**config.mk**
```make
export PLATFORM = sky130hd
export DESIGN_NAME = dpe_sram_arbiter_flat
export DESIGN_NICKNAME = d
export VERILOG_FILES = /design/src/rtl/dpe_sram_arbiter_if.sv /design/src/rtl/dpe_sram_arbiter.sv /design/src/flat_wrapper.sv
export SDC_FILE = /design/constraint.sdc
export NUM_CORES = 1
export LEC_CHECK = 0
export BUFFER_PORTS_ARGS = -buffer_cell sky130_fd_sc_hd__buf_2
export CORE_AREA = 2 2 94 96
export DETAILED_ROUTE_END_ITERATION = 8
export DIE_AREA = 0 0 96 98
export PLACE_DENSITY = 0.7
export SYNTH_ARGS = -nofsm -noshare
export SYNTH_HDL_FRONTEND = slang
export SYNTH_SLANG_ARGS = --single-unit
```
**constraint.sdc**
```tcl
create_clock -name CLK -period 3.78 [get_ports CLK]
set_clock_uncertainty 0.15 [all_clocks]
set_input_delay 0.189 -clock CLK [delete_from_list [all_inputs] [get_ports CLK]]
set_output_delay 0.189 -clock CLK [all_outputs]
set_load 0.01 [all_outputs]
```
**src/rtl/dpe_sram_arbiter_if.sv**
```systemverilog
// dpe_sram_arbiter_if: bundle of the three requester channels (sc, spi, core)
// plus the shared SRAM macro side of the DPE local-memory arbiter.
//   X_req/X_we/X_addr/X_wdata : requester -> arbiter request fields
//   X_gnt/X_rvalid            : arbiter -> requester grant / read-valid
//   rdata                     : shared read data, qualified by X_rvalid
//   sram_*                    : arbiter <-> single-port SRAM macro
// Modports: slave (arbiter), master (requesters), mem (SRAM macro).
interface dpe_sram_arbiter_if #(
  parameter int SRAM_ADDR_WIDTH  = 8,
  parameter int SRAM_WORD_LENGTH = 32
);
  logic                        sc_req,   spi_req,   core_req;
  logic                        sc_we,    spi_we,    core_we;
  logic [SRAM_ADDR_WIDTH-1:0]  sc_addr,  spi_addr,  core_addr;
  logic [SRAM_WORD_LENGTH-1:0] sc_wdata, spi_wdata, core_wdata;
  logic                        sc_gnt,   spi_gnt,   core_gnt;
  logic                        sc_rvalid, spi_rvalid, core_rvalid;
  logic [SRAM_WORD_LENGTH-1:0] rdata;

  logic                        sram_en;
  logic                        sram_we;
  logic [SRAM_ADDR_WIDTH-1:0]  sram_addr;
  logic [SRAM_WORD_LENGTH-1:0] sram_wdata;
  logic [SRAM_WORD_LENGTH-1:0] sram_rdata;

  modport slave (
    input  sc_req, sc_we, sc_addr, sc_wdata,
    input  spi_req, spi_we, spi_addr, spi_wdata,
    input  core_req, core_we, core_addr, core_wdata,
    output sc_gnt, spi_gnt, core_gnt,
    output sc_rvalid, spi_rvalid, core_rvalid,
    output rdata,
    output sram_en, sram_we, sram_addr, sram_wdata,
    input  sram_rdata
  );

  modport master (
    output sc_req, sc_we, sc_addr, sc_wdata,
    output spi_req, spi_we, spi_addr, spi_wdata,
    output core_req, core_we, core_addr, core_wdata,
    input  sc_gnt, spi_gnt, core_gnt,
    input  sc_rvalid, spi_rvalid, core_rvalid,
    input  rdata
  );

  modport mem (
    input  sram_en, sram_we, sram_addr, sram_wdata,
    output sram_rdata
  );
endinterface

```
**src/rtl/dpe_sram_arbiter.sv**
```systemverilog
// dpe_sram_arbiter: shares the DPE single-port local SRAM between the scan
// loader (sc), the SPI host port (spi) and the instruction core (core).
// One access per cycle; grant and SRAM drive are combinational, read data
// returns one cycle later with a one-cycle X_rvalid pulse on the shared rdata.
// Priority: urgent (starved) spi/core > sc > spi/core round-robin.
//   CLK    : system clock, rising edge
//   RESETn : asynchronous active-low reset
//   bus    : requester channels and SRAM side (dpe_sram_arbiter_if.slave)
module dpe_sram_arbiter #(
  parameter int SRAM_ADDR_WIDTH  = 8,
  parameter int SRAM_WORD_LENGTH = 32,
  parameter int STARVE_LIMIT     = 8
) (
  input logic             CLK,
  input logic             RESETn,
  dpe_sram_arbiter_if.slave bus
);

  typedef enum logic {RR_SPI, RR_CORE} rr_e;

  localparam int             CW    = 8;
  localparam logic [CW-1:0]  LIMIT = CW'(STARVE_LIMIT);

  rr_e                         rr_ptr;
  logic [CW-1:0]               starve_spi, starve_core;
  logic                        run_q;
  logic                        urg_spi, urg_core;
  logic                        g_sc, g_spi, g_core;
  logic                        win_we;
  logic [SRAM_ADDR_WIDTH-1:0]  win_addr;
  logic [SRAM_WORD_LENGTH-1:0] win_wdata;

  // run_q is cleared asynchronously and set on the first edge after release,
  // so grants and the SRAM drive are forced low while RESETn is asserted
  // without using the reset pin as a data input.
  always_comb begin
    g_sc     = 1'b0;
    g_spi    = 1'b0;
    g_core   = 1'b0;
    urg_spi  = bus.spi_req  && (starve_spi  == LIMIT);
    urg_core = bus.core_req && (starve_core == LIMIT);
    if (!run_q) begin
    end else if (urg_spi && urg_core) begin
      if (rr_ptr == RR_SPI) g_spi = 1'b1;
      else                  g_core = 1'b1;
    end else if (urg_spi) begin
      g_spi = 1'b1;
    end else if (urg_core) begin
      g_core = 1'b1;
    end else if (bus.sc_req) begin
      g_sc = 1'b1;
    end else if (bus.spi_req && bus.core_req) begin
      if (rr_ptr == RR_SPI) g_spi = 1'b1;
      else                  g_core = 1'b1;
    end else if (bus.spi_req) begin
      g_spi = 1'b1;
    end else if (bus.core_req) begin
      g_core = 1'b1;
    end
  end

  always_comb begin
    win_we    = 1'b0;
    win_addr  = '0;
    win_wdata = '0;
    if (g_sc) begin
      win_we    = bus.sc_we;
      win_addr  = bus.sc_addr;
      win_wdata = bus.sc_wdata;
    end else if (g_spi) begin
      win_we    = bus.spi_we;
      win_addr  = bus.spi_addr;
      win_wdata = bus.spi_wdata;
    end else if (g_core) begin
      win_we    = bus.core_we;
      win_addr  = bus.core_addr;
      win_wdata = bus.core_wdata;
    end
  end

  assign bus.sc_gnt     = g_sc;
  assign bus.spi_gnt    = g_spi;
  assign bus.core_gnt   = g_core;
  assign bus.sram_en    = g_sc | g_spi | g_core;
  assign bus.sram_we    = win_we;
  assign bus.sram_addr  = win_addr;
  assign bus.sram_wdata = win_wdata;
  assign bus.rdata      = bus.sram_rdata;

  always_ff @(posedge CLK or negedge RESETn) begin
    if (!RESETn) begin
      run_q           <= 1'b0;
      rr_ptr          <= RR_SPI;
      starve_spi      <= '0;
      starve_core     <= '0;
      bus.sc_rvalid   <= 1'b0;
      bus.spi_rvalid  <= 1'b0;
      bus.core_rvalid <= 1'b0;
    end else begin
      run_q           <= 1'b1;
      // Read tag: the rvalid registers double as the (winner, read) tag.
      bus.sc_rvalid   <= g_sc   && !bus.sc_we;
      bus.spi_rvalid  <= g_spi  && !bus.spi_we;
      bus.core_rvalid <= g_core && !bus.core_we;

      if (g_spi)       rr_ptr <= RR_CORE;
      else if (g_core) rr_ptr <= RR_SPI;

      if (!bus.spi_req || g_spi)   starve_spi <= '0;
      else if (starve_spi != LIMIT) starve_spi <= starve_spi + 1'b1;

      if (!bus.core_req || g_core)   starve_core <= '0;
      else if (starve_core != LIMIT) starve_core <= starve_core + 1'b1;
    end
  end

endmodule

```
**src/flat_wrapper.sv**
```systemverilog
// flat-port wrapper written by rule: the top's interface ports become plain ports
module dpe_sram_arbiter_flat 
#(
  parameter int SRAM_ADDR_WIDTH  = 8,
  parameter int SRAM_WORD_LENGTH = 32,
  parameter int STARVE_LIMIT     = 8
)
  (CLK, RESETn, bus_sc_req, bus_sc_we, bus_sc_addr, bus_sc_wdata, bus_spi_req, bus_spi_we, bus_spi_addr, bus_spi_wdata, bus_core_req, bus_core_we, bus_core_addr, bus_core_wdata, bus_sc_gnt, bus_spi_gnt, bus_core_gnt, bus_sc_rvalid, bus_spi_rvalid, bus_core_rvalid, bus_rdata, bus_sram_en, bus_sram_we, bus_sram_addr, bus_sram_wdata, bus_sram_rdata);
  dpe_sram_arbiter_if #(.SRAM_ADDR_WIDTH(SRAM_ADDR_WIDTH), .SRAM_WORD_LENGTH(SRAM_WORD_LENGTH)) bus_i ();
  input logic CLK;
  input logic RESETn;
  input wire logic [$bits(bus_i.sc_req)-1:0] bus_sc_req;
  input wire logic [$bits(bus_i.sc_we)-1:0] bus_sc_we;
  input wire logic [$bits(bus_i.sc_addr)-1:0] bus_sc_addr;
  input wire logic [$bits(bus_i.sc_wdata)-1:0] bus_sc_wdata;
  input wire logic [$bits(bus_i.spi_req)-1:0] bus_spi_req;
  input wire logic [$bits(bus_i.spi_we)-1:0] bus_spi_we;
  input wire logic [$bits(bus_i.spi_addr)-1:0] bus_spi_addr;
  input wire logic [$bits(bus_i.spi_wdata)-1:0] bus_spi_wdata;
  input wire logic [$bits(bus_i.core_req)-1:0] bus_core_req;
  input wire logic [$bits(bus_i.core_we)-1:0] bus_core_we;
  input wire logic [$bits(bus_i.core_addr)-1:0] bus_core_addr;
  input wire logic [$bits(bus_i.core_wdata)-1:0] bus_core_wdata;
  output wire logic [$bits(bus_i.sc_gnt)-1:0] bus_sc_gnt;
  output wire logic [$bits(bus_i.spi_gnt)-1:0] bus_spi_gnt;
  output wire logic [$bits(bus_i.core_gnt)-1:0] bus_core_gnt;
  output wire logic [$bits(bus_i.sc_rvalid)-1:0] bus_sc_rvalid;
  output wire logic [$bits(bus_i.spi_rvalid)-1:0] bus_spi_rvalid;
  output wire logic [$bits(bus_i.core_rvalid)-1:0] bus_core_rvalid;
  output wire logic [$bits(bus_i.rdata)-1:0] bus_rdata;
  output wire logic [$bits(bus_i.sram_en)-1:0] bus_sram_en;
  output wire logic [$bits(bus_i.sram_we)-1:0] bus_sram_we;
  output wire logic [$bits(bus_i.sram_addr)-1:0] bus_sram_addr;
  output wire logic [$bits(bus_i.sram_wdata)-1:0] bus_sram_wdata;
  input wire logic [$bits(bus_i.sram_rdata)-1:0] bus_sram_rdata;
  assign bus_i.sc_req = bus_sc_req;
  assign bus_i.sc_we = bus_sc_we;
  assign bus_i.sc_addr = bus_sc_addr;
  assign bus_i.sc_wdata = bus_sc_wdata;
  assign bus_i.spi_req = bus_spi_req;
  assign bus_i.spi_we = bus_spi_we;
  assign bus_i.spi_addr = bus_spi_addr;
  assign bus_i.spi_wdata = bus_spi_wdata;
  assign bus_i.core_req = bus_core_req;
  assign bus_i.core_we = bus_core_we;
  assign bus_i.core_addr = bus_core_addr;
  assign bus_i.core_wdata = bus_core_wdata;
  assign bus_sc_gnt = bus_i.sc_gnt;
  assign bus_spi_gnt = bus_i.spi_gnt;
  assign bus_core_gnt = bus_i.core_gnt;
  assign bus_sc_rvalid = bus_i.sc_rvalid;
  assign bus_spi_rvalid = bus_i.spi_rvalid;
  assign bus_core_rvalid = bus_i.core_rvalid;
  assign bus_rdata = bus_i.rdata;
  assign bus_sram_en = bus_i.sram_en;
  assign bus_sram_we = bus_i.sram_we;
  assign bus_sram_addr = bus_i.sram_addr;
  assign bus_sram_wdata = bus_i.sram_wdata;
  assign bus_i.sram_rdata = bus_sram_rdata;
  dpe_sram_arbiter #(.SRAM_ADDR_WIDTH(SRAM_ADDR_WIDTH), .SRAM_WORD_LENGTH(SRAM_WORD_LENGTH), .STARVE_LIMIT(STARVE_LIMIT)) u_core (.CLK(CLK), .RESETn(RESETn), .bus(bus_i));
endmodule
```
==> results of run 1 <==
## metal layers
| layer | global-route usage | up-vias |
|---|---|---|
| li1 | - | 1122 |
| met1 | 0.259 | 1140 |
| met2 | 0.268 | 142 |
| met3 | 0.0370 | 7 |
| met4 | 0.0363 | 2 |
| met5 | 0 | - |
## metrics by stage
| stage | area, um2 | hold WS (ns) |
|---|---|---|
| after floorplan | 2100 | -0.257 |
| after global placement | 2830 | 0.0175 |
| after detailed placement | 2830 | 0.0267 |
| after CTS | 2920 | 0.0935 |
| after global routing | 2920 | 0.113 |
| final | 2920 | 0.102 |
## cell type report
class	instances	area, um2
Clock inverter	1	5.00
Tap cell	108	135
Multi-Input combinational cell	163	1240
Timing Repair Buffer	184	953
Clock buffer	3	41.3
Inverter	5	18.8
Fill cell	887	5550
Sequential cell	21	526
## what timing repair did
action                                  4_1_cts  5_1_grt
endpoints found under the setup margin        0        0
hold buffers                                  4        0
hold endpoints to repair                     24        0
## sequential cells by signal, summed over array words and instances (netlist names)
signal and flops:
u_core.bus.core_rvalid 1, u_core.bus.sc_rvalid 1, u_core.bus.spi_rvalid 1, u_core.rr_ptr 1, u_core.run_q 1, u_core.starve_core 8
u_core.starve_spi 8
## power groups by stage
stage | Sequential, uW | Combinational [uW] | Clock [uW]
after global routing | 244 | 291 | 160
after global placement | 246 | 260 | 0
after detailed placement | 247 | 265 | 0
final | 243 | 266 | 149
after floorplan | 245 | 165 | 0
after CTS | 242 | 269 | 152
## layout by cell type, fill, tap and decap left out, types with 3 or more instances in the layout
cell type	netlist	final
sky130_fd_sc_hd__buf_2	6	175
sky130_fd_sc_hd__a221o_1	41	41
sky130_fd_sc_hd__and2_1	34	34
sky130_fd_sc_hd__dfrtp_1	21	21
sky130_fd_sc_hd__nor2_1	16	16
sky130_fd_sc_hd__nor3b_1	8	8
sky130_fd_sc_hd__nand3_1	8	8
sky130_fd_sc_hd__xor2_1	6	6
sky130_fd_sc_hd__inv_1	5	5
sky130_fd_sc_hd__xnor2_1	5	5
sky130_fd_sc_hd__buf_4	33	5
sky130_fd_sc_hd__nand2_1	4	4
sky130_fd_sc_hd__o21ai_1	4	4
sky130_fd_sc_hd__and3_1	4	4
sky130_fd_sc_hd__ha_1	4	4
sky130_fd_sc_hd__dlygate4sd3_1	0	4
sky130_fd_sc_hd__nor2_4	3	3
sky130_fd_sc_hd__clkbuf_8	0	3
## Yosys cell counts (2+ instances only)
cell type	count	share of area
sky130_fd_sc_hd__nand3_1	8	0.019
sky130_fd_sc_hd__buf_4	33	0.12
sky130_fd_sc_hd__nor3_1	2	0.0048
sky130_fd_sc_hd__and3_1	4	0.012
sky130_fd_sc_hd__xor2_1	6	0.025
sky130_fd_sc_hd__buf_2	6	0.014
sky130_fd_sc_hd__and2_1	34	0.10
sky130_fd_sc_hd__ha_1	4	0.024
sky130_fd_sc_hd__mux2i_1	2	0.0095
sky130_fd_sc_hd__nand2_1	4	0.0071
sky130_fd_sc_hd__o21ai_1	4	0.0095
sky130_fd_sc_hd__a221o_1	41	0.20
sky130_fd_sc_hd__inv_1	5	0.0089
sky130_fd_sc_hd__xnor2_1	5	0.021
sky130_fd_sc_hd__nand4_1	2	0.0059
sky130_fd_sc_hd__dfrtp_1	21	0.25
sky130_fd_sc_hd__nor2_4	3	0.016
sky130_fd_sc_hd__o22ai_1	2	0.0059
sky130_fd_sc_hd__nor2_1	16	0.029
sky130_fd_sc_hd__nor3b_1	8	0.029
sky130_fd_sc_hd__clkbuf_1	5	0.0089
sky130_fd_sc_hd__buf_6	3	0.016
## worst max-delay path, cell delays in order (launching register included)
cell and delay, ns:
sky130_fd_sc_hd__dfrtp_1 0.40, sky130_fd_sc_hd__inv_1 0.09, sky130_fd_sc_hd__ha_1 0.14, sky130_fd_sc_hd__nor3b_1 0.53
sky130_fd_sc_hd__a31oi_1 0.16, sky130_fd_sc_hd__o21ba_1 0.34, sky130_fd_sc_hd__nor2_4 0.67, sky130_fd_sc_hd__buf_4 0.24
sky130_fd_sc_hd__a221o_1 0.14, sky130_fd_sc_hd__buf_2 0.13
## logic make-up (layout without fill, tap and decap cells)
kind of cell,Yosys count,after routing,share of synthesized area
other,1,1,0.00178
XOR/XNOR,11,11,0.0458
adder cells (fa/ha/maj),4,4,0.0238
flip-flops,21,21,0.250
buffers and inverters,52,193,0.166
AO/OA/AOI/OAI,56,56,0.246
AND/OR/NAND/NOR,89,89,0.257
multiplexers,2,2,0.00951
## worst max-delay path by stage
stage	start	endpoint	cells after the start
CTS	u_core.starve_core[0]	bus_sram_wdata[8]	9
detailed placement	u_core.starve_core[0]	bus_sram_wdata[8]	9
finish	u_core.starve_core[0]	bus_sram_wdata[8]	9
global placement	u_core.starve_core[0]	bus_sram_addr[3]	9
global route	u_core.starve_core[0]	bus_sram_wdata[22]	9
floorplan	u_core.starve_spi[0]	bus_sram_wdata[21]	9
==> results_dict.tcl, run 1 <==
set metrics [dict create \
    async_set_reset_flop_share_out_of_synthesis 1.00 \
    antenna_violations_before_repair 1 \
    floorplan.rows 34 \
    grt_overflow 0 \
    die-area_um2 9410 \
    hp-class "primary input to register" \
    final_period_minus_worst_setup_slack_ns 3.45 \
    post_cts.repair.setup_buffers 0 \
    clk-insertion-delay-late_ns 0.27 \
    dp_hpwl_um 7520 \
    global_route.usage.total 0.177 \
    floorplan.core_area_um2 8470 \
    global_route_wire_length_before_repair_um 12700 \
    power_frac_comb 0.405 \
    critPathKind "register to primary output" \
    ys.flop_type "sky130_fd_sc_hd__dfrtp_1" \
    holdPathEnd "u_core.starve_spi[0]" \
    end_kind "primary output" \
    switching_power_uw 218 \
    number_of_inserted_diodes 0 \
    topRoutingLayerUsed "met5" \
    timing.max_cap.violations 0 \
    r2r_cells 7 \
    vias_per_cell 4.98 \
    synth_sequential_area_ratio 0.250 \
    synth-edff-count 0 \
    boundaryPins 240 \
    layoutNonFillerInstCount 485 \
    postSynthCellCount 236 \
    tightestPinTransition_ns 0.799 \
    top_fanout_value_on_the_critical_path 34 \
    cts.clk_slew.worst_paths_ns 0.08 \
    layout-drive-gt1-share 0.504 \
    worst_setup_sp_type "register" \
    min-delay-start "bus_spi_req" \
    cts_tree "built" \
    router_iterations_before_antenna_repair 4 \
    m1WireLength_um 3800 \
    crit_arrival_ns 3.11 \
    detail_route.drc_violations 0 \
    run_status "finished clean" \
    route.met3.wl_um 849 \
    x_dimension_of_the_die_um 96 \
    syn_avg_cell_area_um2 8.92 \
    dp_worst_setup_slack_ns 0.662 \
    number_of_h_tree_levels 1 \
    power.share.switching 0.332 \
    place_inst 477 \
    post-layout-total-power_uw 658 \
    slew_hr 0.466 \
    clock_tree.root_cell "sky130_fd_sc_hd__clkbuf_8" \
    final.setup.tns_ns 0 \
    timing.rr.start "u_core.starve_core[0]" \
    fp.dieH_um 98 \
    post_drt_wl_per_cell_um 17.9 \
    cts_buffers 3 \
    postSynthRegisterBits 21 \
    synthesis.nets 400 \
    post-route-util 0.345 \
    yosysUniqueCellTypes 40 \
    grt_start_max_net_pins 45 \
    clockPowerShare 0.226 \
    timing.final.ws_setup_ns 0.326 \
    initial_cell_density_of_the_core 0.249 \
    r2r-end "u_core.starve_core[7]" \
    worst_ir_drop_vdd_mv 0.103 \
    via_count 2413 \
    finalCritPeriodShare 0.914 \
    power.share.sequential 0.369 \
    rsz_0062_raised_after_global_routing "false" \
    final-max-slew-violation-count 0 \
    setup-violations-final 0 \
    drt-initial-drc-count 147 \
    layout-area-overhead-vs-synth_pct 38.6 \
    postRouteWirelength_um 8700 \
    pwr_density_cell_nw_per_um2 226 \
    power.leakage_uw 0.00154 \
    finalWeightedCongestion 0.844 \
    cts_repair_resize_count 0 \
    via_count_of_the_first_global_routing_pass 2391 \
    synthesis.yosys.warnings 0 \
    crit_required_ns 3.44 \
    timing.final.hold_violations 0 \
    numClockSinks 21 \
    port_buffers 175 \
    worst-r2r-setup-slack_ns 1.18 \
    wl_met2_um 3960 \
    fmax_ghz 0.290 \
    synth.cell_area_um2 2100 \
    antenna_violating_nets_post_route 0 \
    cell_int_power_uw 440 \
    nets 542 \
    worstHoldPathCells 3 \
    clock_tree.buffer_depth 2 \
]
No activity file was read; power rests on OpenSTA's default activity.
==> run 2: changes to the inputs <==
CORE_AREA = 4 4 91 93   (was 2 2 94 96)
DIE_AREA = 0 0 95 97   (was 0 0 96 98)
PLACE_DENSITY = 0.76   (was 0.7)
SLEW_MARGIN = 20   (was not set)
clock period = 3.3 ns   (was 3.78 ns; I/O delays follow)
==> run 2 against run 1 <==
Effect of this change:
- sequential power up 14%
- clock power grew 15%
- largest cell class unchanged
- critical endpoint is now bus_sram_wdata[23]
- design area up 1.2%
==> results_dict.tcl, run 2 (same netlist as run 1, synthesis figures left out) <==
set metrics [dict create \
    drt-initial-drc-count 147 \
    clock_tree.buffer_depth 2 \
    largest_registers "u_core.starve_core x8, u_core.starve_spi x8" \
    port_buffers 175 \
    clk-insertion-delay-late_ns 0.26 \
    final.setup.tns_ns 0 \
    antenna_violations_before_repair 0 \
    initial_cell_density_of_the_core 0.280 \
    floorplan.core_area_um2 7530 \
    global_route_wire_length_before_repair_um 13400 \
    nets 544 \
    fp.dieH_um 97 \
    critical_path.top_delay_family "simple AND/OR/NAND/NOR gates" \
    mostFrequentLayoutCells "sky130_fd_sc_hd__buf_2, sky130_fd_sc_hd__a221o_1, sky130_fd_sc_hd__and2_1" \
    r2r-end "u_core.starve_core[0]" \
    worst-r2r-setup-slack_ns 0.78 \
    clockPowerShare 0.224 \
    cp-endpoint "bus_sram_wdata[23]" \
    detail_route.drc_violations 0 \
    number_of_inserted_diodes 0 \
    x_dimension_of_the_die_um 95 \
    path_common_cell "sky130_fd_sc_hd__nor2_4" \
    setup-violations-final 0 \
    num-fill-cells 795 \
    switching_power_uw 257 \
    global_route.usage.total 0.190 \
    via_count_of_the_first_global_routing_pass 2485 \
    via_count 2444 \
    floorplan.rows 32 \
    grt_overflow 0 \
    cts_buffers 3 \
    timing.max_cap.violations 0 \
    layout-area-overhead-vs-synth_pct 40.2 \
    crit_path_cell_count 9 \
    cp.buffers_inverters 3 \
    final_period_minus_worst_setup_slack_ns 3.12 \
    power.share.switching 0.336 \
    cell_int_power_uw 509 \
    top_fanout_value_on_the_critical_path 28 \
    vias_per_cell 5.08 \
    finalWeightedCongestion 0.932 \
    run_status "finished clean" \
    die-area_um2 9220 \
    slew_hr 0.463 \
    tightestPinTransition_ns 0.803 \
    timing.rr.start "u_core.starve_spi[0]" \
    post_drt_wl_per_cell_um 19.1 \
    rsz_0062_raised_after_global_routing "false" \
    post-layout-total-power_uw 766 \
    power_frac_comb 0.414 \
    worst_setup_sp_type "register" \
    final_common_cell "sky130_fd_sc_hd__buf_2" \
    finalCritPeriodShare 0.946 \
    r2r_cells 8 \
    grt_start_max_net_pins 37 \
    final-max-slew-violation-count 0 \
    numClockSinks 21 \
    fmax_ghz 0.320 \
    worst_ir_drop_vdd_mv 0.131 \
    end_kind "primary output" \
    layout-drive-gt1-share 0.509 \
    timing.final.hold_violations 0 \
    dp_hpwl_um 7540 \
    antenna_violating_nets_post_route 0 \
    postRouteWirelength_um 9170 \
    hp-class "primary input to register" \
    cts.clk_slew.worst_paths_ns 0.08 \
    crit_required_ns 2.98 \
    router_iterations_before_antenna_repair 4 \
    boundaryPins 240 \
    clock_tree.root_cell "sky130_fd_sc_hd__clkbuf_8" \
    critPathKind "register to primary output" \
    worstPathCellList "inv_1, ha_1, or4b_4, nor2_4, o31a_1, nor2_4, buf_12, a221o_1, buf_2" \
    power.leakage_uw 0.00156 \
    power.share.sequential 0.362 \
    cts_tree "built" \
    max_stage_delay_cell_worst_path "sky130_fd_sc_hd__or4b_4" \
    crit_path_max_incr_delay_ns 0.51 \
    number_of_h_tree_levels 1 \
    pwr_density_cell_nw_per_um2 260 \
    crit_arrival_ns 2.81 \
    worst_setup_path_startpoint "u_core.starve_spi[0]" \
]
-- run 2: changes by cell type in the layout (fill, tap and decap cells not counted), sizes merged --
cell / change
buf: +1
a211oi: +1
-- run 2: worst reg2reg max path: cells and delay by family, from the launching register on --
family,cells,cell delay [ns]
DFF,1,0.39
adders and majority gates,1,0.17
buffers and inverters,2,0.31
and+or+nand+nor,3,0.95
AOI/OAI and AO/OA,2,0.48
-- run 2: worst min path at each step --
stage / startpoint / endpoint / slack [ns] / cells after the start
5_1_grt: bus_spi_req / u_core.starve_spi[0] / 0.08 / 3
4_1_cts: bus_spi_req / u_core.starve_spi[0] / 0.05 / 3
3_3_place_gp: RESETn / u_core.starve_spi[1] / -0.005 / 1
2_1_floorplan: RESETn / u_core.bus.core_rvalid / -0.28 / 0
6_report: bus_spi_req / u_core.starve_spi[0] / 0.06 / 3
3_5_place_dp: RESETn / u_core.starve_spi[0] / 0.006 / 1
-- run 2: power by group through the flow --
stage               sequential [uW]  clock [uW]  combinational (uW)
floorplan                       281           0                 189
global placement                282           0                 309
detailed placement              282           0                 314
CTS                             277         177                 321
global route                    279         189                 347
finish                          277         172                 317
-- run 2: layout make-up --
class	instances	area (um2)	area share
inverter	5	18.8	0.00636
clock inverter	1	5.00	0.00170
timing repair buffer	185	977	0.331
multi-input combinational	164	1250	0.425
clock buffer	3	41.3	0.0140
tap	102	128	0.0433
sequential	21	526	0.178
-- run 2: routing by layer --
| layer | part of all wire | wire, um | GRT usage | up-vias |
|---|---|---|---|---|
| li1 | - | - | - | 1130 |
| met1 | 0.45 | 4080 | 0.272 | 1168 |
| met2 | 0.46 | 4230 | 0.301 | 135 |
| met3 | 0.084 | 767 | 0.0311 | 11 |
| met5 | 0 | 0 | 0 | - |
| met4 | 0.0097 | 89 | 0.0355 | 0 |
-- run 2: repair_timing --
item	in CTS	in global routing
endpoints found under the hold margin	24	0
setup buffers	0	0
hold buffers	4	0
gates cloned	1	0
pin swaps	1	0
gates resized for setup	1	2
endpoints found under the setup margin	4	10
-- run 2: stage by stage --
step / utilization / hold WS, ns / instance area (um2) / setup slack (ns) / cells
after floorplan: - / -0.281 / 2100 / 0.898 / 236
after global placement: 0.378 / -0.00492 / 2840 / 0.374 / 472
after detailed placement: 0.378 / 0.00599 / 2840 / 0.256 / 472
after CTS: 0.391 / 0.0538 / 2940 / 0.101 / 481
after global routing: 0.392 / 0.0815 / 2950 / 0.0650 / 481
final: 0.392 / 0.0615 / 2950 / 0.177 / 481
